==> src/rtl/receive_fifo.sv <==
// UART receiver with 2-flop input synchroniser, mid-bit sampling from a down-counting
// bit timer, parity/framing checks and a DEPTH-word output FIFO with overrun reporting.
//
//   state    | meaning
//   ---------+-------------------------------------------------------------
//   S_IDLE   | line idle; a falling edge starts a frame once re-armed by rxs=1
//   S_START  | waiting for start mid-bit; rxs=1 there means glitch, abort
//   S_DATA   | sampling WIDTH data bits, LSB first
//   S_PARITY | sampling the parity bit (only when PARITY != 0)
//   S_STOP   | sampling STOPS stop bits; last one pushes the word
module receive_fifo #(
  parameter int  BAUDRATE  = 9600,
  parameter real FREQUENCY = 12e6,
  parameter int  WIDTH     = 8,
  parameter int  PARITY    = 0,
  parameter int  STOPS     = 1,
  parameter int  DEPTH     = 4
) (
  input  logic                       clk,
  input  logic                       rst,
  input  logic                       rxd,
  input  logic                       rdy,
  output logic                       stb,
  output logic [WIDTH-1:0]           dat,
  output logic                       perr,
  output logic                       ferr,
  output logic                       ovr,
  output logic [$clog2(DEPTH+1)-1:0] cnt
);

  localparam int CYCLES = $rtoi(FREQUENCY / BAUDRATE);
  localparam int TW     = $clog2(CYCLES);
  localparam int IW     = $clog2(WIDTH);
  localparam int PW     = $clog2(DEPTH);
  localparam int CW     = $clog2(DEPTH + 1);
  localparam int EW     = WIDTH + 2;

  typedef enum logic [2:0] {
    S_IDLE,
    S_START,
    S_DATA,
    S_PARITY,
    S_STOP
  } state_t;

  logic              rx_meta, rxs;
  state_t            state, state_n;
  logic [TW-1:0]     tmr, tmr_n;
  logic [IW-1:0]     idx, idx_n;
  logic [WIDTH-1:0]  sreg, sreg_n;
  logic              perr_q, perr_n;
  logic              ferr_q, ferr_n;
  logic              stop_idx, stop_n;
  logic              armed, armed_n;
  logic              bit_tick;
  logic              push;
  logic [EW-1:0]     push_word;

  logic [EW-1:0]     mem [DEPTH];
  logic [PW-1:0]     wptr, rptr, rptr_n;
  logic [CW-1:0]     count, count_n;
  logic              full, pop, wr;
  logic [EW-1:0]     head_n;
  logic              head_load;

  // rxd is asynchronous; everything downstream only ever looks at rxs
  always_ff @(posedge clk) begin
    if (rst) begin
      rx_meta <= 1'b1;
      rxs     <= 1'b1;
    end else begin
      rx_meta <= rxd;
      rxs     <= rx_meta;
    end
  end

  always_ff @(posedge clk) begin
    if (rst) begin
      state    <= S_IDLE;
      tmr      <= '0;
      idx      <= '0;
      sreg     <= '0;
      perr_q   <= 1'b0;
      ferr_q   <= 1'b0;
      stop_idx <= 1'b0;
      armed    <= 1'b0;
    end else begin
      state    <= state_n;
      tmr      <= tmr_n;
      idx      <= idx_n;
      sreg     <= sreg_n;
      perr_q   <= perr_n;
      ferr_q   <= ferr_n;
      stop_idx <= stop_n;
      armed    <= armed_n;
    end
  end

  always_comb begin
    state_n   = state;
    tmr_n     = tmr;
    idx_n     = idx;
    sreg_n    = sreg;
    perr_n    = perr_q;
    ferr_n    = ferr_q;
    stop_n    = stop_idx;
    armed_n   = armed;
    push      = 1'b0;
    bit_tick  = (tmr == '0);
    case (state)
      S_IDLE: begin
        if (rxs) begin
          armed_n = 1'b1;
        end else if (armed) begin
          state_n = S_START;
          tmr_n   = TW'(CYCLES / 2 - 1);
          armed_n = 1'b0;
        end
      end
      S_START: begin
        if (!bit_tick) begin
          tmr_n = tmr - TW'(1);
        end else if (rxs) begin
          state_n = S_IDLE;
          armed_n = 1'b1;
        end else begin
          state_n = S_DATA;
          tmr_n   = TW'(CYCLES - 1);
          idx_n   = '0;
          perr_n  = 1'b0;
          ferr_n  = 1'b0;
        end
      end
      S_DATA: begin
        if (!bit_tick) begin
          tmr_n = tmr - TW'(1);
        end else begin
          sreg_n[idx] = rxs;
          tmr_n       = TW'(CYCLES - 1);
          if (idx == IW'(WIDTH - 1)) begin
            stop_n  = 1'b0;
            state_n = (PARITY != 0) ? S_PARITY : S_STOP;
          end else begin
            idx_n = idx + IW'(1);
          end
        end
      end
      S_PARITY: begin
        if (!bit_tick) begin
          tmr_n = tmr - TW'(1);
        end else begin
          perr_n  = ((^sreg) ^ rxs) != (PARITY == 1);
          tmr_n   = TW'(CYCLES - 1);
          stop_n  = 1'b0;
          state_n = S_STOP;
        end
      end
      S_STOP: begin
        if (!bit_tick) begin
          tmr_n = tmr - TW'(1);
        end else begin
          ferr_n = ferr_q | ~rxs;
          if (stop_idx == 1'(STOPS - 1)) begin
            push    = 1'b1;
            state_n = S_IDLE;
            // a low line here is a break: wait for it to go high before re-arming
            armed_n = rxs;
          end else begin
            stop_n = 1'b1;
            tmr_n  = TW'(CYCLES - 1);
          end
        end
      end
      default: state_n = S_IDLE;
    endcase
    push_word = {ferr_n, perr_q, sreg};
  end

  assign full = (count == CW'(DEPTH));
  assign stb  = (count != '0);
  assign cnt  = count;
  assign pop  = stb && rdy;
  assign wr   = push && (!full || pop);

  always_comb begin
    rptr_n    = rptr + PW'(pop);
    count_n   = count + CW'(wr) - CW'(pop);
    head_load = (count_n != '0);
    // if the FIFO drains to nothing this cycle, the incoming word becomes head directly
    if ((count - CW'(pop)) == '0) begin
      head_n = push_word;
    end else begin
      head_n = mem[rptr_n];
    end
  end

  always_ff @(posedge clk) begin
    if (wr) begin
      mem[wptr] <= push_word;
    end
  end

  always_ff @(posedge clk) begin
    if (rst) begin
      wptr  <= '0;
      rptr  <= '0;
      count <= '0;
      dat   <= '0;
      perr  <= 1'b0;
      ferr  <= 1'b0;
      ovr   <= 1'b0;
    end else begin
      wptr  <= wptr + PW'(wr);
      rptr  <= rptr_n;
      count <= count_n;
      ovr   <= push && full && !pop;
      if (head_load) begin
        ferr <= head_n[EW-1];
        perr <= head_n[EW-2];
        dat  <= head_n[WIDTH-1:0];
      end
    end
  end

endmodule

==> config.mk <==
export PLATFORM = sky130hd
export DESIGN_NAME = receive_fifo
export DESIGN_NICKNAME = d
export VERILOG_FILES = /design/src/rtl/receive_fifo.sv
export SDC_FILE = /design/constraint.sdc
export NUM_CORES = 1
export LEC_CHECK = 0
export BUFFER_PORTS_ARGS = -buffer_cell sky130_fd_sc_hd__buf_2
export CAP_MARGIN = 5
export CORE_ASPECT_RATIO = 0.6
export CORE_MARGIN = 5
export CORE_UTILIZATION = 40
export DETAILED_ROUTE_END_ITERATION = 10
export PLACE_DENSITY = 0.6
export RECOVER_POWER = 100
export SYNTH_ARGS = -nofsm -noshare
export SYNTH_HDL_FRONTEND = slang
export SYNTH_SLANG_ARGS = --single-unit
export TNS_END_PERCENT = 30
==> constraint.sdc <==
create_clock -name clk -period 3.91 [get_ports clk]
set_input_delay 0.391 -clock clk [delete_from_list [all_inputs] [get_ports clk]]
set_output_delay 0.391 -clock clk [all_outputs]
set_load 0.02 [all_outputs]
# After elaboration in Yosys (flattened, before gate mapping)
# Memories as Yosys holds them, arrays and structs flattened.
# Index checks and enable logic that the tools add are counted.
[op_classes] n_addsub=7 n_lt_le_gt_ge=2 eq_ne=19 muxes=52 bitwise=3 n_reduce_logical=27
[op_table] operator="11-bit 2-to-1 mux" n=7
[op_table] operator="11-bit one-hot mux with 4 select lines" n=1
[op_table] operator="3-bit 2-to-1 mux" n=12
[op_table] operator="1-bit 2-to-1 mux" n=22
[op_table] operator="2-bit inequality test (second input constant)" n=11
[op_table] operator="5-bit AND reduction" n=4
[op_table] operator="3-bit one-hot mux with 5 select lines" n=1
[op_table] operator="3-bit nonzero test" n=4
[op_table] operator="11-bit logical NOT" n=1
[op_table] operator="11-bit by 1-bit subtractor with 11-bit output (second input constant)" n=1
[op_table] operator="10-bit 2-to-1 mux" n=1
[op_table] operator="3-bit equality test (second input constant)" n=3
[op_table] operator="8-bit bitwise mux" n=1
[op_table] operator="8-bit AND reduction" n=1
[op_table] operator="8-bit XOR reduction" n=1
[op_table] operator="3-bit by 2-bit equality test with 1-bit output (second input constant)" n=2
[op_table] operator="3-bit logical NOT" n=2
[op_table] operator="3-bit inequality test (second input constant)" n=2
[op_table] operator="1-bit one-hot mux with 3 select lines" n=2
[op_table] operator="3-bit one-hot mux with 2 select lines" n=1
[op_table] operator="3-bit by 1-bit subtractor with 3-bit output" n=2
[op_table] operator="1-bit logical AND" n=5
[op_table] operator="2-bit by 1-bit adder with 2-bit output" n=2
[op_table] operator="3-bit by 4-bit < comparator with 1-bit output (second input constant)" n=1
[op_table] operator="17 further kinds" n=20
[totals] regBits=49 ram_bits=40 in_bits=4 out_inout_bits=15 memories=1
[mem_list] name="mem" depth=4 width=10 rd=1 rd_ports_with_merged_regs=0 write_ports=1 line="59" source="logic [EW-1:0] mem [DEPTH];"

# Longest topological paths before layout
[logic_depth] ltp_word=7 ltp_mapped=16 depth_no_buf=14

# Least setup slack after synthesis
# OpenSTA, ideal clock, no wires.
[synth_timing] path_type="register to register" from="register tmr[0]" to="register dat[0]" setup_ns=0.138 t_arrival_ns=3.239 t_required_ns=3.772 setup_slack_ns=0.533 stages_incl_launch_ff=17 period_less_slack_ns=3.377 cell_sequence="dfxtp_1 inv_1 ha_1 nor4b_4 and3_1 buf_2 nand4_1 ha_1 inv_1 ha_1 fa_1 xnor2_1 xnor2_1 or3_1 clkbuf_1 nor2_1 a211oi_1"
[synth_between] elab_chain_len=7
[synth_lines] item="from (decl)" line="48" source="logic [TW-1:0] tmr, tmr_n;"
[synth_lines] item="from (signal assigned)" line="89" source="tmr <= tmr_n;"
[synth_lines] item="11-bit logical NOT" line="109" source="bit_tick = (tmr == '0);"
[synth_lines] item="1-bit 2-to-1 mux" line="159" source="if (!bit_tick) begin"
[synth_lines] item="1-bit 2-to-1 mux" line="110" source="case (state)"
[synth_lines] item="1-bit logical AND" line="183" source="assign wr = push && (!full || pop);"
[synth_lines] item="3-bit by 1-bit adder with 3-bit output" line="187" source="count_n = count + CW'(wr) - CW'(pop);"
[synth_lines] item="3-bit by 1-bit subtractor with 3-bit output" line="187"
[synth_lines] item="3-bit nonzero test" line="188" source="head_load = (count_n != '0);"
[synth_lines] item="to (signal assigned)" line="220" source="dat <= head_n[WIDTH-1:0];"
[synth_lines] item="to (decl)" line="24" source="output logic [WIDTH-1:0] dat,"
# Every way passes these cells.
# A chain may end at the register's enable or synchronous reset.

# Final worst setup path
[layout_timing] from="register tmr[0]" to="register dat[5]"
# The elaborated chain is that of the path after synthesis.

==> metrics <==
first-pass GRT wire length ~13000 um; Seq/Total Area, Yosys 0.545; post-cts hold buffer count 0; antenna violations before repair 0; layout filler cell count 899; total grt overflow 0; CP endpoint kind register; P&R area growth vs syn 13.4%; CTS root buffer clkbuf_16; fin. max-slew vios 0; DRT antenna net count 0; H-tree depth 3; WP buf/inv 2; Residual DRC 0; Worst Clk Skew ~0.0048 ns; post-route worst setup slack 0.409 ns; ys async rst share 0; Initial Utilization 0.406; Overall Global Routing Usage 0.136; pre-CTS setup slack between 0.4 and 0.5 ns; PwrDens roughly 640 mW/mm^2; CP max stage cell or3_1; fmax about 290 MHz; vias in the first global route about 2400; status complete, no violations; hold crit path type in2reg; DRT iter0 DRCs 151; crit-path leading delay family simple AND/OR/NAND/NOR gates; Post-Route WL 7800 um; detailed placement HPWL roughly 5400 um; Synth Flop Type dfxtp_1; largest net degree at the start of global routing 46; VDD IR max between 0.3 and 0.4 mV; hold_ws between 0.2 and 0.25 ns; die area 0.0121 sq mm; share of the synthesized area in the top cell type 0.303; Worst-Margin Slew approximately 1.2 ns; setup TNS 0 ns; Unique masters post-synth 49; cells after synthesis 340; top post-synthesis cells by area edfxtp_1, dfxtp_1, mux4_2, mux2i_1, nor2_1; Core ar. between 0.009 and 0.01 sq mm; vias per cell 5.23; commonest non-fill, non-tap cells in the layout dfxtp_1, edfxtp_1, nor2_1, mux2i_1, clkbuf_1; Final setup violation count 0; #FFs+latches synth 88; YS warnings 0; max incr delay on CP about 0.56 ns; I/O pin cnt 19; DR vias 2609; number of flops mapped to enable cells by yosys 40; register area 0.00216 sq mm; Setup Crit Path Kind reg2reg; layout cells sized above 1 0.110; cell row count 28; nets 372; synthesized cell area a little under 0.004 sq mm; worst reg-to-reg setup slack around 0.41 ns; CTS clk-pin slew, worst paths ~0.060 ns; syn avg cell area about 12 sq um; worst-case clock buffer depth 2; TritonCTS Buffers 9; Pre-Repair DR Iteration Count 4; RSZ-0062 raised after global routing false; P_leak 1.60 nW; die width approximately 140 um; Post-CTS Repair Setup Buffers 0; most used cell, CP ha_1; crit-path cells inv_1 > ha_1 > nor4b_4 > and3_1 > nand4_1 > ha_1 > inv_1 > ha_1 > fa_1 > xnor2_1 > xnor2_1 > or3_1 > nor2_1 > a211oi_1; CTS Sinks just under 90; Clk Latency, worst-skew pair between 0.3 and 0.4 ns; Antenna Cells 0; crit-path max FO 20; Final Hold Fails 0; top cell type by total area after synthesis edfxtp_1; Die Height approximately 87 um; maxcap violations 0; Util after Layout 0.460; area of the multi-input gates approximately 0.0017 sq mm; Crit path required time just over 4 ns; crit start category register; WP data arrival approximately 3.7 ns; final worst path period share 0.895; # resized after CTS 0; Syn Nets 353; commonest non-fill, non-tap cell in the layout dfxtp_1; relative slew slack 0.225; RD Place Congestion approximately 0.79; IO Port Bufs 18; drt wl/cell ~16 um; fin crit period roughly 3.5 ns; CTS tree done
[sequential cells by signal, indices dropped and copies added (netlist names)]
| name | flops |
|---|---|
| wptr | 2 |
| ferr_q | 1 |
| mem | 40 |
| cnt | 3 |
| rptr | 2 |
| perr_q | 1 |
| idx | 3 |
| state | 3 |
| sreg | 8 |
| armed | 1 |
| ovr | 1 |
| tmr | 11 |
| rx_meta | 1 |
| ferr | 1 |
| rxs | 1 |
| dat | 8 |
| perr | 1 |
[path summary, 6_finish.rpt]
| kind | to | from | depth (start not counted) |
|---|---|---|---|
| setup / recovery | dat[5]$_SDFFE_PP0P_ | tmr[0]$_SDFFE_PP0P_ | 14 |
| hold / removal | rx_meta$_SDFF_PP1_ | rxd | 2 |
| hold reg to reg | rxs$_SDFF_PP1_ | rx_meta$_SDFF_PP1_ | 1 |
| setup reg to reg | dat[5]$_SDFFE_PP0P_ | tmr[0]$_SDFFE_PP0P_ | 14 |
[Yosys cell counts (all sizes together) (10+ instances only)]
cell type and number:
mux2i 22, xnor2 11, dfxtp 48, a211oi 14, a21oi 14, nor2 34
mux4 10, edfxtp 40, clkbuf 17, o21ai 10, inv 12, nand2 12
[worst register-to-register path, cell delays in order, from the launching register on]
cell and delay (ns):
dfxtp_1 0.33, inv_1 0.06, ha_1 0.23, nor4b_4 0.23, and3_1 0.20, nand4_1 0.24, ha_1 0.37, inv_1 0.04
ha_1 0.18, fa_1 0.37, xnor2_1 0.14, xnor2_1 0.13, or3_1 0.56, nor2_1 0.19, a211oi_1 0.06
[stage by stage]
stage	cell area (sq um)	instances	power [mW]
floorplan	3970	340	1.82
global placement	4220	483	1.99
detailed placement	4220	483	2.01
CTS	4550	499	2.92
global route	4500	499	3.05
finish	4500	499	2.86
[cell type report]
| class | count | share of cell area |
|---|---|---|
| Multi-Input combinational cell | 220 | 0.372 |
| Timing Repair Buffer | 28 | 0.0275 |
| Tap cell | 135 | 0.0375 |
| Clock buffer | 13 | 0.0626 |
| Inverter | 12 | 0.0100 |
| Sequential cell | 88 | 0.481 |
| Clock inverter | 3 | 0.0103 |
[layer usage]
metal / vias to the layer above / track usage / share of wire
met5: - / 0 / 0
met2: 45 / 0.183 / 0.40
met1: 1251 / 0.203 / 0.52
met4: 0 / 0.0457 / 0.013
met3: 8 / 0.0461 / 0.067
li1: 1305 / - / -
[cell families (layout without fill, tap and decap cells)]
logic type	after synthesis	in the layout	synth area share
compound gates	58	58	0.101
xor+xnor	13	13	0.0287
fa+ha+maj	9	9	0.0303
buf+inv	32	56	0.0309
flops	88	88	0.545
mux	32	32	0.112
simple gates	108	108	0.152
[power by group]
group	internal [mW]	switching [mW]	total (mW)
Combinational	0.384	0.505	0.889
Sequential	1.02	0.0423	1.06
Clock	0.570	0.341	0.911
Power figures use the tool's default switching activity.
